## config.mk

```make
export PLATFORM = sky130hd
export DESIGN_NAME = note_mixer
export DESIGN_NICKNAME = d
export VERILOG_FILES = /design/src/rtl/synth_pkg.sv /design/src/rtl/note_voice.sv /design/src/rtl/note_mixer.sv
export SDC_FILE = /design/constraint.sdc
export NUM_CORES = 1
export LEC_CHECK = 0
export CORE_MARGIN = 2
export CORE_UTILIZATION = 50
export CTS_CLUSTER_DIAMETER = 40
export DETAILED_ROUTE_END_ITERATION = 12
export GPL_ROUTABILITY_DRIVEN = 0
export GPL_TIMING_DRIVEN = 0
export PLACE_DENSITY = 0.68
export SLEW_MARGIN = 20
export SYNTH_ARGS = -nofsm -noshare
export SYNTH_HDL_FRONTEND = slang
export SYNTH_HIERARCHICAL = 1
export SYNTH_SLANG_ARGS = --single-unit
```

## constraint.sdc

```tcl
create_clock -name clk -period 7.6 [get_ports clk]
set_input_delay 2.28 -clock clk [delete_from_list [all_inputs] [get_ports clk]]
set_output_delay 2.28 -clock clk [all_outputs]
set_load 0.02 [all_outputs]
```

## src/rtl/synth_pkg.sv

```systemverilog
// Shared constants and helpers for the note synthesiser blocks: voice-select width,
// signed sample limits and mix-mode encodings.
package synth_pkg;

  typedef enum logic {
    MixAvg = 1'b0,
    MixSat = 1'b1
  } mix_mode_e;

  localparam int unsigned PhaseW = 20;
  localparam int unsigned StepW  = 20;

  function automatic int unsigned vsel_width(input int unsigned num_voices);
    return (num_voices <= 2) ? 1 : $clog2(num_voices);
  endfunction

  function automatic longint sample_max(input int unsigned width);
    return (longint'(1) <<< (width - 1)) - 1;
  endfunction

  function automatic longint sample_min(input int unsigned width);
    return -(longint'(1) <<< (width - 1));
  endfunction

endpackage

```

## src/rtl/note_voice.sv

```systemverilog
// One synthesiser voice: note/duration latch, beat countdown, frequency ROM,
// gated phase step and sine table reader.
module note_voice
  import synth_pkg::*;
#(
  parameter int unsigned NOTE_W   = 6,
  parameter int unsigned DUR_W    = 6,
  parameter int unsigned SAMPLE_W = 16
) (
  input  logic                       clk_i,
  input  logic                       rst_i,
  input  logic                       play_enable_i,
  input  logic                       load_i,
  input  logic [NOTE_W-1:0]          note_i,
  input  logic [DUR_W-1:0]           dur_i,
  input  logic                       beat_i,
  input  logic                       gen_i,
  output logic                       done_o,
  output logic signed [SAMPLE_W-1:0] sample_o,
  output logic                       sample_ready_o
);

  logic [NOTE_W-1:0]          note_q, note_d;
  logic [DUR_W-1:0]           cnt_q, cnt_d;
  logic                       done_q, done_d;
  logic [StepW-1:0]           step_q, step_d, rom_step;
  logic [PhaseW-1:0]          phase_q, phase_d;
  logic signed [SAMPLE_W-1:0] sample_q, sample_d, tone;
  logic signed [15:0]         sine16;
  logic                       ready_q, ready_d;
  logic [11:0]                base;
  int unsigned                note_idx, octave;

  // A load takes priority over a coincident beat, which is then dropped.
  always_comb begin
    note_d = note_q;
    cnt_d  = cnt_q;
    if (load_i) begin
      note_d = note_i;
      cnt_d  = dur_i;
    end else if (beat_i && play_enable_i && (cnt_q != '0)) begin
      cnt_d = cnt_q - DUR_W'(1);
    end
    done_d = (cnt_d == '0);
  end

  always_comb begin
    note_idx = 32'(note_q);
    octave   = note_idx / 12;
    if (octave > 7) octave = 7;
    base = '0;
    case (note_idx % 12)
      0:       base = 12'd1097;
      1:       base = 12'd1163;
      2:       base = 12'd1232;
      3:       base = 12'd1305;
      4:       base = 12'd1383;
      5:       base = 12'd1465;
      6:       base = 12'd1552;
      7:       base = 12'd1644;
      8:       base = 12'd1742;
      9:       base = 12'd1845;
      10:      base = 12'd1955;
      11:      base = 12'd2071;
      default: base = '0;
    endcase
    rom_step = StepW'(base) << octave;
    step_d   = (play_enable_i && (cnt_q != '0) && (note_q != '0)) ? rom_step : '0;
  end

  always_comb begin
    case (phase_q[PhaseW-1 -: 4])
      4'd0:    sine16 = 16'sd0;
      4'd1:    sine16 = 16'sd11481;
      4'd2:    sine16 = 16'sd21213;
      4'd3:    sine16 = 16'sd27716;
      4'd4:    sine16 = 16'sd30000;
      4'd5:    sine16 = 16'sd27716;
      4'd6:    sine16 = 16'sd21213;
      4'd7:    sine16 = 16'sd11481;
      4'd8:    sine16 = 16'sd0;
      4'd9:    sine16 = -16'sd11481;
      4'd10:   sine16 = -16'sd21213;
      4'd11:   sine16 = -16'sd27716;
      4'd12:   sine16 = -16'sd30000;
      4'd13:   sine16 = -16'sd27716;
      4'd14:   sine16 = -16'sd21213;
      default: sine16 = -16'sd11481;
    endcase
    // Rescale the 16-bit table entry to the configured sample width.
    tone = SAMPLE_W'((longint'(sine16) <<< SAMPLE_W) >>> 16);
  end

  // A paused voice keeps its phase, so its contribution repeats; finished or rest notes are silent.
  always_comb begin
    phase_d  = phase_q;
    sample_d = sample_q;
    ready_d  = 1'b0;
    if (gen_i) begin
      ready_d  = 1'b1;
      phase_d  = phase_q + step_q;
      sample_d = ((note_q == '0) || (cnt_q == '0)) ? '0 : tone;
    end
  end

  always_ff @(posedge clk_i or posedge rst_i) begin
    if (rst_i) begin
      note_q   <= '0;
      cnt_q    <= '0;
      done_q   <= 1'b1;
      step_q   <= '0;
      phase_q  <= '0;
      sample_q <= '0;
      ready_q  <= 1'b0;
    end else begin
      note_q   <= note_d;
      cnt_q    <= cnt_d;
      done_q   <= done_d;
      step_q   <= step_d;
      phase_q  <= phase_d;
      sample_q <= sample_d;
      ready_q  <= ready_d;
    end
  end

  assign done_o         = done_q;
  assign sample_o       = sample_q;
  assign sample_ready_o = ready_q;

endmodule

```

## src/rtl/note_mixer.sv

```systemverilog
// Multi-voice note player: routes note loads to voices and mixes their samples
// by averaging or saturating summation.
module note_mixer
  import synth_pkg::*;
#(
  parameter int unsigned NUM_VOICES = 2,
  parameter int unsigned NOTE_W     = 6,
  parameter int unsigned DUR_W      = 6,
  parameter int unsigned SAMPLE_W   = 16,
  localparam int unsigned VSEL_W    = vsel_width(NUM_VOICES)
) (
  input  logic                       clk,
  input  logic                       reset,
  input  logic                       play_enable,
  input  logic                       load_new_note,
  input  logic [VSEL_W-1:0]          voice_sel,
  input  logic [NOTE_W-1:0]          note_to_load,
  input  logic [DUR_W-1:0]           duration_to_load,
  input  logic                       beat,
  input  logic                       mix_mode,
  input  logic                       generate_next_sample,
  output logic [NUM_VOICES-1:0]      done_with_note,
  output logic signed [SAMPLE_W-1:0] sample_out,
  output logic                       new_sample_ready
);

  localparam int unsigned SumW = SAMPLE_W + VSEL_W;
  localparam logic signed [SumW-1:0]     SumMax = SumW'(sample_max(SAMPLE_W));
  localparam logic signed [SumW-1:0]     SumMin = SumW'(sample_min(SAMPLE_W));
  localparam logic signed [SAMPLE_W-1:0] OutMax = SAMPLE_W'(sample_max(SAMPLE_W));
  localparam logic signed [SAMPLE_W-1:0] OutMin = SAMPLE_W'(sample_min(SAMPLE_W));

  logic signed [SAMPLE_W-1:0] voice_sample [NUM_VOICES];
  logic [NUM_VOICES-1:0]      voice_ready;
  logic signed [SumW-1:0]     sum;
  logic signed [SAMPLE_W-1:0] mix_q, mix_d;
  logic                       ready_q, ready_d;

  // Out-of-range voice_sel values match no voice, so such loads fall away.
  for (genvar v = 0; v < NUM_VOICES; v++) begin : g_voice
    logic load_v;
    assign load_v = load_new_note && (voice_sel == VSEL_W'(v));

    note_voice #(
      .NOTE_W  (NOTE_W),
      .DUR_W   (DUR_W),
      .SAMPLE_W(SAMPLE_W)
    ) u_voice (
      .clk_i         (clk),
      .rst_i         (reset),
      .play_enable_i (play_enable),
      .load_i        (load_v),
      .note_i        (note_to_load),
      .dur_i         (duration_to_load),
      .beat_i        (beat),
      .gen_i         (generate_next_sample),
      .done_o        (done_with_note[v]),
      .sample_o      (voice_sample[v]),
      .sample_ready_o(voice_ready[v])
    );
  end

  always_comb begin
    sum = '0;
    for (int v = 0; v < NUM_VOICES; v++) begin
      sum = sum + SumW'(voice_sample[v]);
    end
  end

  always_comb begin
    mix_d   = mix_q;
    ready_d = 1'b0;
    if (&voice_ready) begin
      ready_d = 1'b1;
      if (mix_mode == MixAvg) begin
        mix_d = sum[SumW-1:VSEL_W];
      end else if (sum > SumMax) begin
        mix_d = OutMax;
      end else if (sum < SumMin) begin
        mix_d = OutMin;
      end else begin
        mix_d = sum[SAMPLE_W-1:0];
      end
    end
  end

  always_ff @(posedge clk or posedge reset) begin
    if (reset) begin
      mix_q   <= '0;
      ready_q <= 1'b0;
    end else begin
      mix_q   <= mix_d;
      ready_q <= ready_d;
    end
  end

  assign sample_out       = mix_q;
  assign new_sample_ready = ready_q;

endmodule

```

Word level (Yosys, flattened, before mapping)
Memories as Yosys holds them, arrays and structs flattened. Cells that the tools add are included.

Register bits: 156. Memory bits (read-only): 896. Bits of input ports: 20. Output and inout bits: 19. Word-level logic and storage cells: 75. Memories: 4.

Memory list: (no name shown) (words 16, width 16, rd ports 1, clocked after memory_dff 0, write ports 0, line note_voice.sv:72) `case (phase_q[PhaseW-1 -: 4])`; (no name shown) (words 16, width 16, rd ports 1, clocked after memory_dff 0, write ports 0, line note_voice.sv:72); (no name shown) (words 16, width 12, rd ports 1, clocked after memory_dff 0, write ports 0, line note_voice.sv:52) `case (note_idx % 12)`; (no name shown) (words 16, width 12, rd ports 1, clocked after memory_dff 0, write ports 0, line note_voice.sv:52).

Add/subtract/negate cells: 5. Divide/modulo/power cells: 4. Order comparisons: 4. Shifts and indexed selects: 2. Mux-type cells: 17. Bitwise logic cells: 1. Reductions and logical operators: 23.

Operators by type and width (number): 16-bit 2-to-1 mux (5); 6-bit by 4-bit divider with 32-bit output (second input constant) (2); 32-bit by 3-bit > comparator with 1-bit output (second input constant) (2); 6-bit by 4-bit modulo with 32-bit output (second input constant) (2); 32-bit 2-to-1 mux (2); 12-bit by 32-bit left shift with 20-bit output (2); 28-bit logical NOT (2); 20-bit adder (2); 20-bit 2-to-1 mux (2); 6-bit logical NOT (6); 12-bit 2-to-1 mux (2); 6-bit 2-to-1 mux (4); 6-bit nonzero test (4); 16-bit by 16-bit adder with 17-bit output (1); 17-bit by 16-bit > comparator with 1-bit output (second input constant) (1); 17-bit by 16-bit less-than comparator with 1-bit output (second input constant) (1); 6-bit by 1-bit subtractor with 6-bit output (second input constant) (2); 1-bit logical AND (9); 1-bit logical OR (2); 1-bit 2-to-1 mux (2); 1-bit inverter (1).

Longest topological paths before layout
Gate-level depths: netlist of run 1.

Word-level depth: 5. Mapped depth: 14. Mapped depth without buffers: 11.

Hierarchy
Netlist of run 1, hierarchy kept.

By module, submodules not included: note_voice at g_voice[0].u_voice (instances 1, cells an instance 529, area an instance 4792.1 um^2, seq. area each 1677.9 um^2); note_voice at g_voice[1].u_voice (instances 1, cells an instance 502, area an instance 4643.2 um^2, seq. area each 1677.9 um^2); note_mixer (instances 1, cells an instance 194, area an instance 1629.1 um^2, seq. area each 425.4 um^2).

Worst setup path before layout of run 1
No wires, ideal clock.

Path kind: input to register. Start: in play_enable. End: reg g_voice[0].u_voice.done_q. Arrival time: 3.552 ns. Setup slack: 3.966 ns. Stages on the path: 7. Path buffers: 0. Cells stage by stage: nand2_1 > a21oi_1 > nand2_1 > xor2_1 > o21ai_0 > or4_1 > nor3_1.

Cells in the longest elaborated chain, start to end: 5.

RTL lines: start, declared (line note_mixer.sv:14) `input logic play_enable,`; 1-bit logical AND (2 in series) (line note_voice.sv:41) `end else if (beat_i && play_enable_i && (cnt_q != '0)) begin`; 6-bit 2-to-1 mux (line note_voice.sv:41); 6-bit 2-to-1 mux (line note_voice.sv:38) `if (load_i) begin`; via g_voice[0].u_voice.cnt_d[3] (line note_voice.sv:24) `logic [DUR_W-1:0] cnt_q, cnt_d;`; 6-bit logical NOT (line note_voice.sv:44) `done_d = (cnt_d == '0);`; via g_voice[0].u_voice.done_d (line note_voice.sv:25) `logic done_q, done_d;`; end signal, assigned (line note_voice.sv:118) `done_q <= done_d;`; end, declared (line note_voice.sv:25).

The timed path passes the listed nets, and every way through them passes these cells. A chain may end at the register's enable or synchronous reset.

Final worst setup path of run 1
Start: in play_enable. End: reg g_voice[1].u_voice.done_q.

Cells in the longest elaborated chain, start to end: 5.

RTL lines (line): 1-bit logical AND (2 in series) (note_voice.sv:41); 6-bit 2-to-1 mux (note_voice.sv:41); 6-bit 2-to-1 mux (note_voice.sv:38); via g_voice[1].u_voice.cnt_d[3] (note_voice.sv:24); 6-bit logical NOT (note_voice.sv:44); via g_voice[1].u_voice.done_d (note_voice.sv:25); end signal, assigned (note_voice.sv:118); end, declared (note_voice.sv:25).

The timed path passes the listed nets, and every way through them passes these cells.

==> results.py, run 1 <==
metrics = {
    "run_status": {
        "status": "finished clean",
    },
    "clocking": {
        "post_cts_buffers": 0,
        "cts_tree": "done",
        "cts_root_buf": "clkbuf_16",
        "clockBufferDepth": 2,
        "h-tree-depth": 4,
        "cts.sinks": 151,
        "clk_transition_reported_paths_ns": 0.07,
        "clock_latency_ns": 0.43,
        "ctsResizeCount": 0,
        "hold_buffers": 0,
        "cts-buffers-inserted": 17,
    },
    "timing": {
        "fin_crit_sh_pct": 55.0,
        "slew_headroom_pct": 42.4,
        "finalClockSkew_ns": 0.0109,
        "tns_ns": 0,
        "rsz0062_at_grt": "no",
        "holdWs_ns": 0.487,
        "final.min_clock_period_ns": 4.18,
        "finalSetupViolCount": 0,
        "max_freq_mhz": 239,
        "slew_viol_final": 0,
        "hold_violations": 0,
        "tightest_slew_ns": 0.860,
    },
    "worst_setup_path": {
        "critPathKind": "primary input to flip-flop",
        "crit_family": "simple AND/OR/NAND/NOR gates",
        "critPathRequiredTime_ns": 7.93,
        "cpMostUsedCell": "nand2_1",
        "r2r-start": "g_voice[1].u_voice/note_q[4]",
        "ff2ff_setup_slack_ns": 3.92,
        "cp-end-kind": "flip-flop",
        "cp_cell_sequence": "clkdlybuf4s50_1 > nand2_1 > nor2_1 > nand2_1 > xor2_1 > o21ai_0 > or4_1 > nor3_1",
        "critPathLaunchType": "primary input",
        "crit_fanout": 6,
        "cp_slowest_cell": "clkdlybuf4s50_1",
        "worstPathArrival_ns": 4.51,
        "max_stage_delay_ns": 0.63,
        "path_buf_inv": 1,
        "r2r-end": "g_voice[1].u_voice/step_q[7]",
        "r2r_cells": 13,
    },
    "logic_synthesis": {
        "yosysMostFrequentCell": "dfrtp_1",
        "synth_warnings": 6,
        "synth_top_area_share_pct": 33.7,
        "synth_mux_area_share_pct": 6.52,
        "synth_top_family_by_area": "compound AO/OA/AOI/OAI gates",
        "ys_seq_area_share_pct": 34.2,
        "avgSynthCellArea_sq_um": 9.03,
        "synth_area_leaders": "dfrtp_1 34%, ha_1 10%, o21ai_0 4.1%",
        "synth.distinct_cells": 103,
        "synth-edff-count": 0,
        "synth_compound_area_share_pct": 23.7,
        "syn_area_sq_um": 11100,
        "synth.largest_area_cell": "dfrtp_1",
        "yosys.area_share.adder_pct": 10.8,
        "synth_cells": 1225,
        "ys_ff_latch": 151,
        "synthTopCellsByCount": "149 x dfrtp_1, 111 x nand2_1, 91 x o21ai_0, 88 x ha_1, 81 x nor2_1",
        "synth-simple-area-share_pct": 15.6,
        "async_reset_ff_share_pct": 100,
        "synth-main-ff-cell": "dfrtp_1",
        "synth_nets": 1336,
        "synthXorXnorAreaFrac_pct": 4.12,
    },
    "detailed_routing": {
        "avgRoutedWirePerCell_um": 16.3,
        "viasPerCell": 5.98,
        "totalWireLength_um": 25800,
        "drt_pass1_iterations": 5,
        "drc": 0,
        "drt_iter0_drc": 479,
        "ant_nets": 0,
        "dr_total_vias": 9435,
    },
    "min_path": {
        "worstHoldPathType": "flip-flop to flip-flop",
        "min_delay_path_depth": 2,
        "worstHoldStart": "sample_out[15]",
        "hold-path-endpoint": "sample_out[15]",
    },
    "placement": {
        "place_inst": 1545,
        "post-dp-hpwl_um": 19300,
        "port_buffers": 38,
    },
    "global_route": {
        "grt_max_degree": 51,
        "grt_overflow": 0,
        "grt_pass1_vias": 9080,
        "grt_pass1_wl_um": 43900,
        "antenna_found_initial": 0,
        "grt.total_usage_pct": 22.4,
    },
    "die": {
        "die_x_um": 153,
        "die_area_sq_um": 23300,
        "dieHeight_um": 153,
        "core.rowCount": 54,
        "initial_core_util_pct": 50.9,
        "core-area_sq_um": 21800,
        "io_pins": 39,
    },
    "cells_and_area": {
        "area_growth_pct": 12.4,
        "antennaDiodeCount": 0,
        "final_nets": 1395,
        "stdcell_count": 1577,
        "final_layout_size_suffix_gt1_share_pct": 10.0,
    },
    "power": {
        "fin_total_pwr_mw": 4.77,
        "ir_drop_mv": 0.182,
        "p_leak_nw": 5.44,
        "p_per_area_nw_per_um2": 384,
    },
    "run": {
        "maxCapViolations": 0,
    },
}
[cell type report]
type / instances / area, sq um
Tap cell: 280 / 350
Multi-Input combinational cell: 940 / 6720
Fill cell: 2000 / 9320
Clock inverter: 12 / 154
Sequential cell: 151 / 3780
Inverter: 73 / 279
Clock buffer: 20 / 437
Timing Repair Buffer: 40 / 428
Buffer: 61 / 292
[power by group]
part	internal [mW]	switching (mW)	total (mW)
registers	1.08	0.198	1.28
logic	1.16	1.47	2.64
clock network	0.516	0.338	0.854
total	2.76	2.01	4.77
[cells in the final DEF, fill, tap and decap left out, types with 7 or more instances in the layout]
cell               n
or3_1              8
ha_1              88
and3_1            12
a21oi_1           71
clkdlybuf4s50_1   38
o211ai_1          16
a21o_1            16
mux2_2            37
nand2_1          111
a32oi_1           10
o2bb2ai_1         11
buf_2              8
buf_4              8
nand3_1           36
o22ai_1           21
dfrtp_1          149
nand2b_1           8
mux2i_1           26
a31oi_1           14
o21a_1            18
clkbuf_1          40
clkbuf_16         17
and2_1             9
inv_1             69
xor2_1            17
nand3b_1           7
o21ai_0           91
nor2_1            81
o2111ai_1          7
a211oi_1          26
nor3_1            27
xnor2_1           35
nor2b_1           14
[cells by family after synthesis]
logic type / Yosys count
compound gates: 377
buf+inv: 134
mux: 65
flops: 151
simple gates: 352
xor+xnor: 52
fa+ha+maj: 94
[flip-flops by register name (all words and copies together), names as in the netlist]
name                            count
g_voice.u_voice/cnt_q              12
g_voice.u_voice/done_o              2
g_voice.u_voice/note_q             12
g_voice.u_voice/phase_q            40
g_voice.u_voice/sample_o           28
g_voice.u_voice/sample_ready_o      2
g_voice.u_voice/step_q             38
new_sample_ready                    1
sample_out                         16
[worst min-delay path: cells and delay by family, from the launching register on]
family	cells	cell delay, ns
flops	1	0.35
simple gates	2	0.11
[metal layers]
layer | vias to the layer above | wire length (um) | track usage (%)
li1 | 4608 | - | -
met1 | 4542 | 12000 | 30.5
met2 | 249 | 12500 | 37.7
met3 | 36 | 862 | 2.65
met4 | 0 | 445 | 6.57
met5 | - | 0 | 0
[per-stage QoR]
| stage | instance area [sq um] | util (%) | worst slack, ns |
|---|---|---|---|
| 5_1_grt | 12400 | 57.2 | 3.20 |
| 3_3_place_gp | 11800 | 54.2 | 2.37 |
| 2_1_floorplan | 11100 | - | 3.64 |
| 6_report | 12400 | 57.2 | 3.42 |
| 4_1_cts | 12400 | 57.2 | 3.42 |
| 3_5_place_dp | 11800 | 54.5 | 2.98 |
[worst max path at each step]
| stage | cells after the start | to | startpoint |
|---|---|---|---|
| 5_1_grt | 8 | g_voice[0].u_voice/done_o | play_enable |
| 4_1_cts | 8 | g_voice[1].u_voice/done_o | play_enable |
| 3_5_place_dp | 8 | g_voice[1].u_voice/done_o | play_enable |
| 3_3_place_gp | 2 | g_voice[0].u_voice/note_q[0] | reset |
| 2_1_floorplan | 1 | g_voice[0].u_voice/cnt_q[0] | reset |
| 6_report | 8 | g_voice[1].u_voice/done_o | play_enable |
(Power assumes the default switching activity.)
==> run 2, diff against run 1 <==
clock period = 3.9 ns   (was 7.6 ns; I/O delays follow)
==> results.py, run 2 (synthesis gave the netlist of run 1 again) <==
metrics = {
    "run_status": {
        "status": "finished clean",
    },
    "power": {
        "ir_drop_mv": 0.355,
        "p_int_mw": 5.38,
        "p_switching_mw": 3.92,
        "p_per_area_nw_per_um2": 747,
        "power_frac_seq_pct": 26.8,
        "p_comb_share_pct": 55.3,
        "p_leak_nw": 5.44,
        "switching_share_pct": 42.1,
        "fin_total_pwr_mw": 9.30,
        "clkPwrFrac_pct": 17.9,
    },
    "cells_and_area": {
        "seqCellArea_sq_um": 3780,
        "nFillCells": 2000,
        "final_cell_mix": "149 x dfrtp_1, 111 x nand2_1, 91 x o21ai_0, 88 x ha_1, 81 x nor2_1",
        "final_common_cell": "dfrtp_1",
        "regMostFlops": "g_voice.u_voice/phase_q",
        "largest_reg_flops": 40,
        "area_growth_pct": 12.5,
        "antennaDiodeCount": 0,
        "final_layout_size_suffix_gt1_share_pct": 10.1,
        "final_nets": 1395,
        "stdcell_count": 1577,
        "multi_input_area_sq_um": 6720,
    },
    "clocking": {
        "ctsResizeCount": 0,
        "cts_tree": "done",
        "cts.sinks": 151,
        "post_cts_buffers": 0,
        "h-tree-depth": 4,
        "hold_buffers": 0,
        "clock_latency_ns": 0.43,
        "clk_transition_reported_paths_ns": 0.07,
        "cts-buffers-inserted": 17,
        "cts_root_buf": "clkbuf_16",
        "clockBufferDepth": 2,
    },
    "global_route": {
        "antenna_found_initial": 0,
        "grt_overflow": 0,
        "grt.total_usage_pct": 22.4,
        "grt_pass1_wl_um": 43900,
        "grt_pass1_vias": 9080,
        "grt_max_degree": 51,
    },
    "die": {
        "core.rowCount": 54,
        "io_pins": 39,
        "initial_core_util_pct": 50.9,
        "core-area_sq_um": 21800,
        "die_area_sq_um": 23300,
        "die_x_um": 153,
        "dieHeight_um": 153,
    },
    "worst_setup_path": {
        "cp-end-kind": "flip-flop",
        "ff2ff_setup_slack_ns": 0.41,
        "critPathRequiredTime_ns": 4.18,
        "max_stage_delay_ns": 0.43,
        "worstPathArrival_ns": 3.76,
        "critPathKind": "flip-flop to flip-flop",
        "cp_cell_sequence": "buf_6 > clkbuf_1 > clkbuf_1 > ha_1 > nand3b_1 > o221a_2 > o21ai_2 > mux2i_1 > o22ai_1 > a211oi_1 > mux2_2 > o22ai_1",
        "cp_slowest_cell": "a211oi_1",
        "critPathLaunchType": "flip-flop",
        "crit_fanout": 10,
    },
    "timing": {
        "slew_headroom_pct": 42.1,
        "finalSetupViolCount": 0,
        "finalClockSkew_ns": 0.0109,
        "rsz0062_at_grt": "no",
        "slew_viol_final": 0,
        "hold_violations": 0,
        "holdWs_ns": 0.487,
        "max_freq_mhz": 287,
        "tightest_slew_ns": 0.864,
        "final.min_clock_period_ns": 3.49,
        "fin_crit_sh_pct": 89.4,
    },
    "detailed_routing": {
        "dr_total_vias": 9405,
        "drc": 0,
        "viasPerCell": 5.96,
        "drt_iter0_drc": 501,
        "avgRoutedWirePerCell_um": 16.3,
        "totalWireLength_um": 25700,
        "ant_nets": 0,
        "drt_pass1_iterations": 5,
    },
    "run": {
        "maxCapViolations": 0,
    },
    "placement": {
        "port_buffers": 38,
        "place_inst": 1545,
        "post-dp-hpwl_um": 19300,
    },
    "min_path": {
        "worstHoldPathType": "flip-flop to flip-flop",
    },
}
==> run 2: cell counts in the layout (fill, tap and decap cells not counted) <==
No cell type changed its count.
==> run 2: worst paths after layout <==
check	start	endpoint	depth (start not counted)
max	g_voice[0].u_voice/note_q[4]	g_voice[0].u_voice/step_q[4]	12
min	sample_out[15]	sample_out[15]	2
max reg2reg	g_voice[0].u_voice/note_q[4]	g_voice[0].u_voice/step_q[4]	12
min reg2reg	sample_out[15]	sample_out[15]	2
max in group asynchronous	reset	g_voice[0].u_voice/done_o	3
min in group asynchronous	reset	g_voice[1].u_voice/sample_ready_o	2
==> run 2: area by class of cell <==
class	instances	share of cell area (%)
multi-input combinational	940	54.0
sequential	151	30.4
clock buffer	20	3.51
timing repair buffer	40	3.44
tap	280	2.82
buffer	61	2.34
inverter	73	2.24
clock inverter	12	1.24
==> run 2: stage by stage <==
| stage | cell area, sq um | util (%) | setup WS (ns) | setup TNS [ns] |
|---|---|---|---|---|
| 2_1_floorplan | 11100 | - | 0.895 | 0 |
| 3_3_place_gp | 11800 | 54.2 | -0.221 | -26.76 |
| 3_5_place_dp | 11800 | 54.5 | 0.279 | 0 |
| 4_1_cts | 12400 | 57.2 | 0.288 | 0 |
| 5_1_grt | 12400 | 57.2 | 0.0883 | 0 |
| 6_report | 12400 | 57.2 | 0.415 | 0 |
==> run 2: worst max-delay path: cells and delay by family (launching register included) <==
family                   cells  cell delay, ns
buffers and inverters        3            0.66
AND/OR/NAND/NOR              1            0.24
multiplexers                 2            0.54
flip-flops                   1            0.35
adder cells (fa/ha/maj)      1            0.26
AO/OA/AOI/OAI                5            1.27
==> run 2: per-layer routing <==
metal  vias to the layer above  part of all wire, %  track usage [%]
li1                       4608                    -                -
met1                      4537                   47             30.5
met2                       226                   49             37.7
met3                        34                  3.2             2.65
met4                         0                  1.7             6.57
met5                         -                    0                0
==> run 2: power groups by stage <==
stage	clock, mW	sequential (mW)	combinational, mW
after floorplan	0	2.49	3.91
after global placement	0	2.50	4.98
after detailed placement	0	2.52	5.08
after CTS	1.70	2.50	5.12
after global routing	1.76	2.56	5.74
final	1.66	2.49	5.14
==> run 3, diff against run 2 <==
GPL_ROUTABILITY_DRIVEN = default   (was 0)
PLACE_DENSITY = 0.71   (was 0.68)
clock period = 2.95 ns   (was 3.9 ns; I/O delays follow)
==> results.py, run 3 (synthesis gave the netlist of run 1 again) <==
metrics = {
    "power": {
        "switching_share_pct": 42.4,
        "power_frac_seq_pct": 25.6,
        "clkPwrFrac_pct": 17.1,
        "p_switching_mw": 5.49,
        "ir_drop_mv": 0.461,
        "p_leak_nw": 5.68,
        "p_comb_share_pct": 57.3,
        "p_int_mw": 7.47,
        "fin_total_pwr_mw": 13.0,
        "p_per_area_nw_per_um2": 986,
    },
    "clocking": {
        "clockBufferDepth": 2,
        "clock_latency_ns": 0.42,
        "cts-buffers-inserted": 17,
        "cts_root_buf": "clkbuf_16",
        "cts_tree": "done",
        "h-tree-depth": 4,
        "cts.sinks": 151,
        "clk_transition_reported_paths_ns": 0.06,
    },
    "worst_setup_path": {
        "cp-end-kind": "flip-flop",
        "critPathRequiredTime_ns": 3.26,
        "r2r_cells": 10,
        "critPathLaunchType": "flip-flop",
        "cp_slowest_cell": "a2111oi_4",
        "cp_cell_sequence": "buf_6 > ha_4 > nand3b_1 > o221a_4 > o21ai_4 > mux2i_2 > nor2_2 > a2111oi_4 > mux2i_1 > a2bb2o_4",
        "crit_family": "compound AO/OA/AOI/OAI gates",
        "cp.depth": 10,
        "path_buf_inv": 1,
        "critPathKind": "flip-flop to flip-flop",
        "max_stage_delay_ns": 0.41,
        "worstPathArrival_ns": 3.17,
        "crit_fanout": 6,
    },
    "cells_and_area": {
        "nFillCells": 1871,
        "area_growth_pct": 18.8,
        "stdcell_count": 1608,
        "final_nets": 1426,
        "final_cell_mix": "147 x dfrtp_1, 109 x nand2_1, 85 x o21ai_0, 84 x ha_1, 78 x nor2_1",
        "regMostFlops": "g_voice.u_voice/phase_q",
        "antennaDiodeCount": 0,
        "final_common_cell": "dfrtp_1",
        "largest_reg_flops": 40,
        "final_layout_size_suffix_gt1_share_pct": 17.2,
    },
    "timing": {
        "finalSetupViolCount": 0,
        "max_freq_mhz": 349,
        "finalClockSkew_ns": 0.00863,
        "slew_headroom_pct": 53.9,
        "hold_violations": 0,
        "final.min_clock_period_ns": 2.86,
        "tightest_slew_ns": 0.691,
        "slew_viol_final": 0,
        "fin_crit_sh_pct": 97.0,
        "holdWs_ns": 0.497,
    },
    "placement": {
        "post-dp-hpwl_um": 19500,
        "place_inst": 1545,
        "port_buffers": 38,
        "gp_congestion": 0.878,
    },
    "run_status": {
        "status": "finished clean",
    },
    "global_route": {
        "grt.total_usage_pct": 22.9,
        "grt_pass1_wl_um": 44600,
        "grt_pass1_vias": 9113,
        "grt_use_met3_pct": 3.44,
        "grt-busiest-layer": "met2",
        "grt_max_degree": 48,
        "gr-usage-met1_pct": 30.3,
        "grt_overflow": 0,
        "grtUsageMet2_pct": 38.9,
        "antenna_found_initial": 0,
    },
    "run": {
        "maxCapViolations": 0,
    },
    "die": {
        "die_area_sq_um": 23300,
        "core.rowCount": 54,
        "initial_core_util_pct": 50.9,
        "dieHeight_um": 153,
        "core-area_sq_um": 21800,
        "io_pins": 39,
        "die_x_um": 153,
    },
    "detailed_routing": {
        "viasPerCell": 5.99,
        "drt_iter0_drc": 528,
        "avgRoutedWirePerCell_um": 16.9,
        "totalWireLength_um": 27100,
        "dr_total_vias": 9625,
        "drt_pass1_iterations": 5,
        "ant_nets": 0,
        "drc": 0,
    },
    "min_path": {
        "min_delay_path_depth": 2,
        "worstHoldPathType": "flip-flop to flip-flop",
    },
}
[run 3: what timing repair did]
item | CTS | global route
hold buffers | 0 | 0
pin swaps | 19 | 31
resized for setup | 56 | 45
buffers inserted | 9 | 27
setup endpoints to repair | 41 | 48
[run 3: power by group through the flow]
| stage | sequential (mW) | combinational, mW | clock (mW) |
|---|---|---|---|
| 6_report | 3.32 | 7.42 | 2.21 |
| 3_5_place_dp | 3.34 | 6.72 | 0 |
| 2_1_floorplan | 3.30 | 5.18 | 0 |
| 3_3_place_gp | 3.31 | 6.57 | 0 |
| 4_1_cts | 3.31 | 7.04 | 2.27 |
| 5_1_grt | 3.41 | 8.18 | 2.36 |
[run 3: worst paths after layout]
kind,start,end,slack [ns]
worst min register to register,sample_out[15],sample_out[15],0.50
worst max register to register,g_voice[0].u_voice/note_q[4],g_voice[0].u_voice/step_q[7],0.09
max in group asynchronous,reset,g_voice[1].u_voice/done_o,1.43
worst max-delay path,g_voice[0].u_voice/note_q[4],g_voice[0].u_voice/step_q[7],0.09
worst min-delay path,sample_out[15],sample_out[15],0.50
min in group asynchronous,reset,g_voice[1].u_voice/sample_o[6],0.94
[run 3: layout make-up]
cell class	count	area [sq um]	share of cell area, %
multi-input cells	940	7140	54.3
well taps	280	350	2.67
clock buffers	21	450	3.43
repair buffers	75	691	5.26
clock inverters	11	149	1.13
flip-flops and latches	151	3780	28.8
plain buffers	57	299	2.28
inverters	73	279	2.12
[run 3: tightest hold or removal path: cells and delay by family, from the launching register on]
family,cells,cell delay (ns)
flops,1,0.35
simple gates,2,0.11
[run 3: per-layer routing]
metal	up-vias	wire, um
met3	39	1060
met5	-	0
met2	246	13500
met4	0	450
met1	4678	12100
li1	4662	-
[run 3: per-stage QoR]
| stage | setup TNS [ns] | area (sq um) | utilization, % | worst slack (ns) |
|---|---|---|---|---|
| after floorplan | 0 | 11100 | - | 0.0366 |
| after global placement | -128.17 | 11800 | 54.3 | -0.904 |
| after detailed placement | -12.73 | 11900 | 54.5 | -0.551 |
| after CTS | -0.207 | 12800 | 58.7 | -0.0672 |
| after global routing | -0.112 | 13100 | 60.4 | -0.0359 |
| final | 0 | 13100 | 60.4 | 0.0886 |
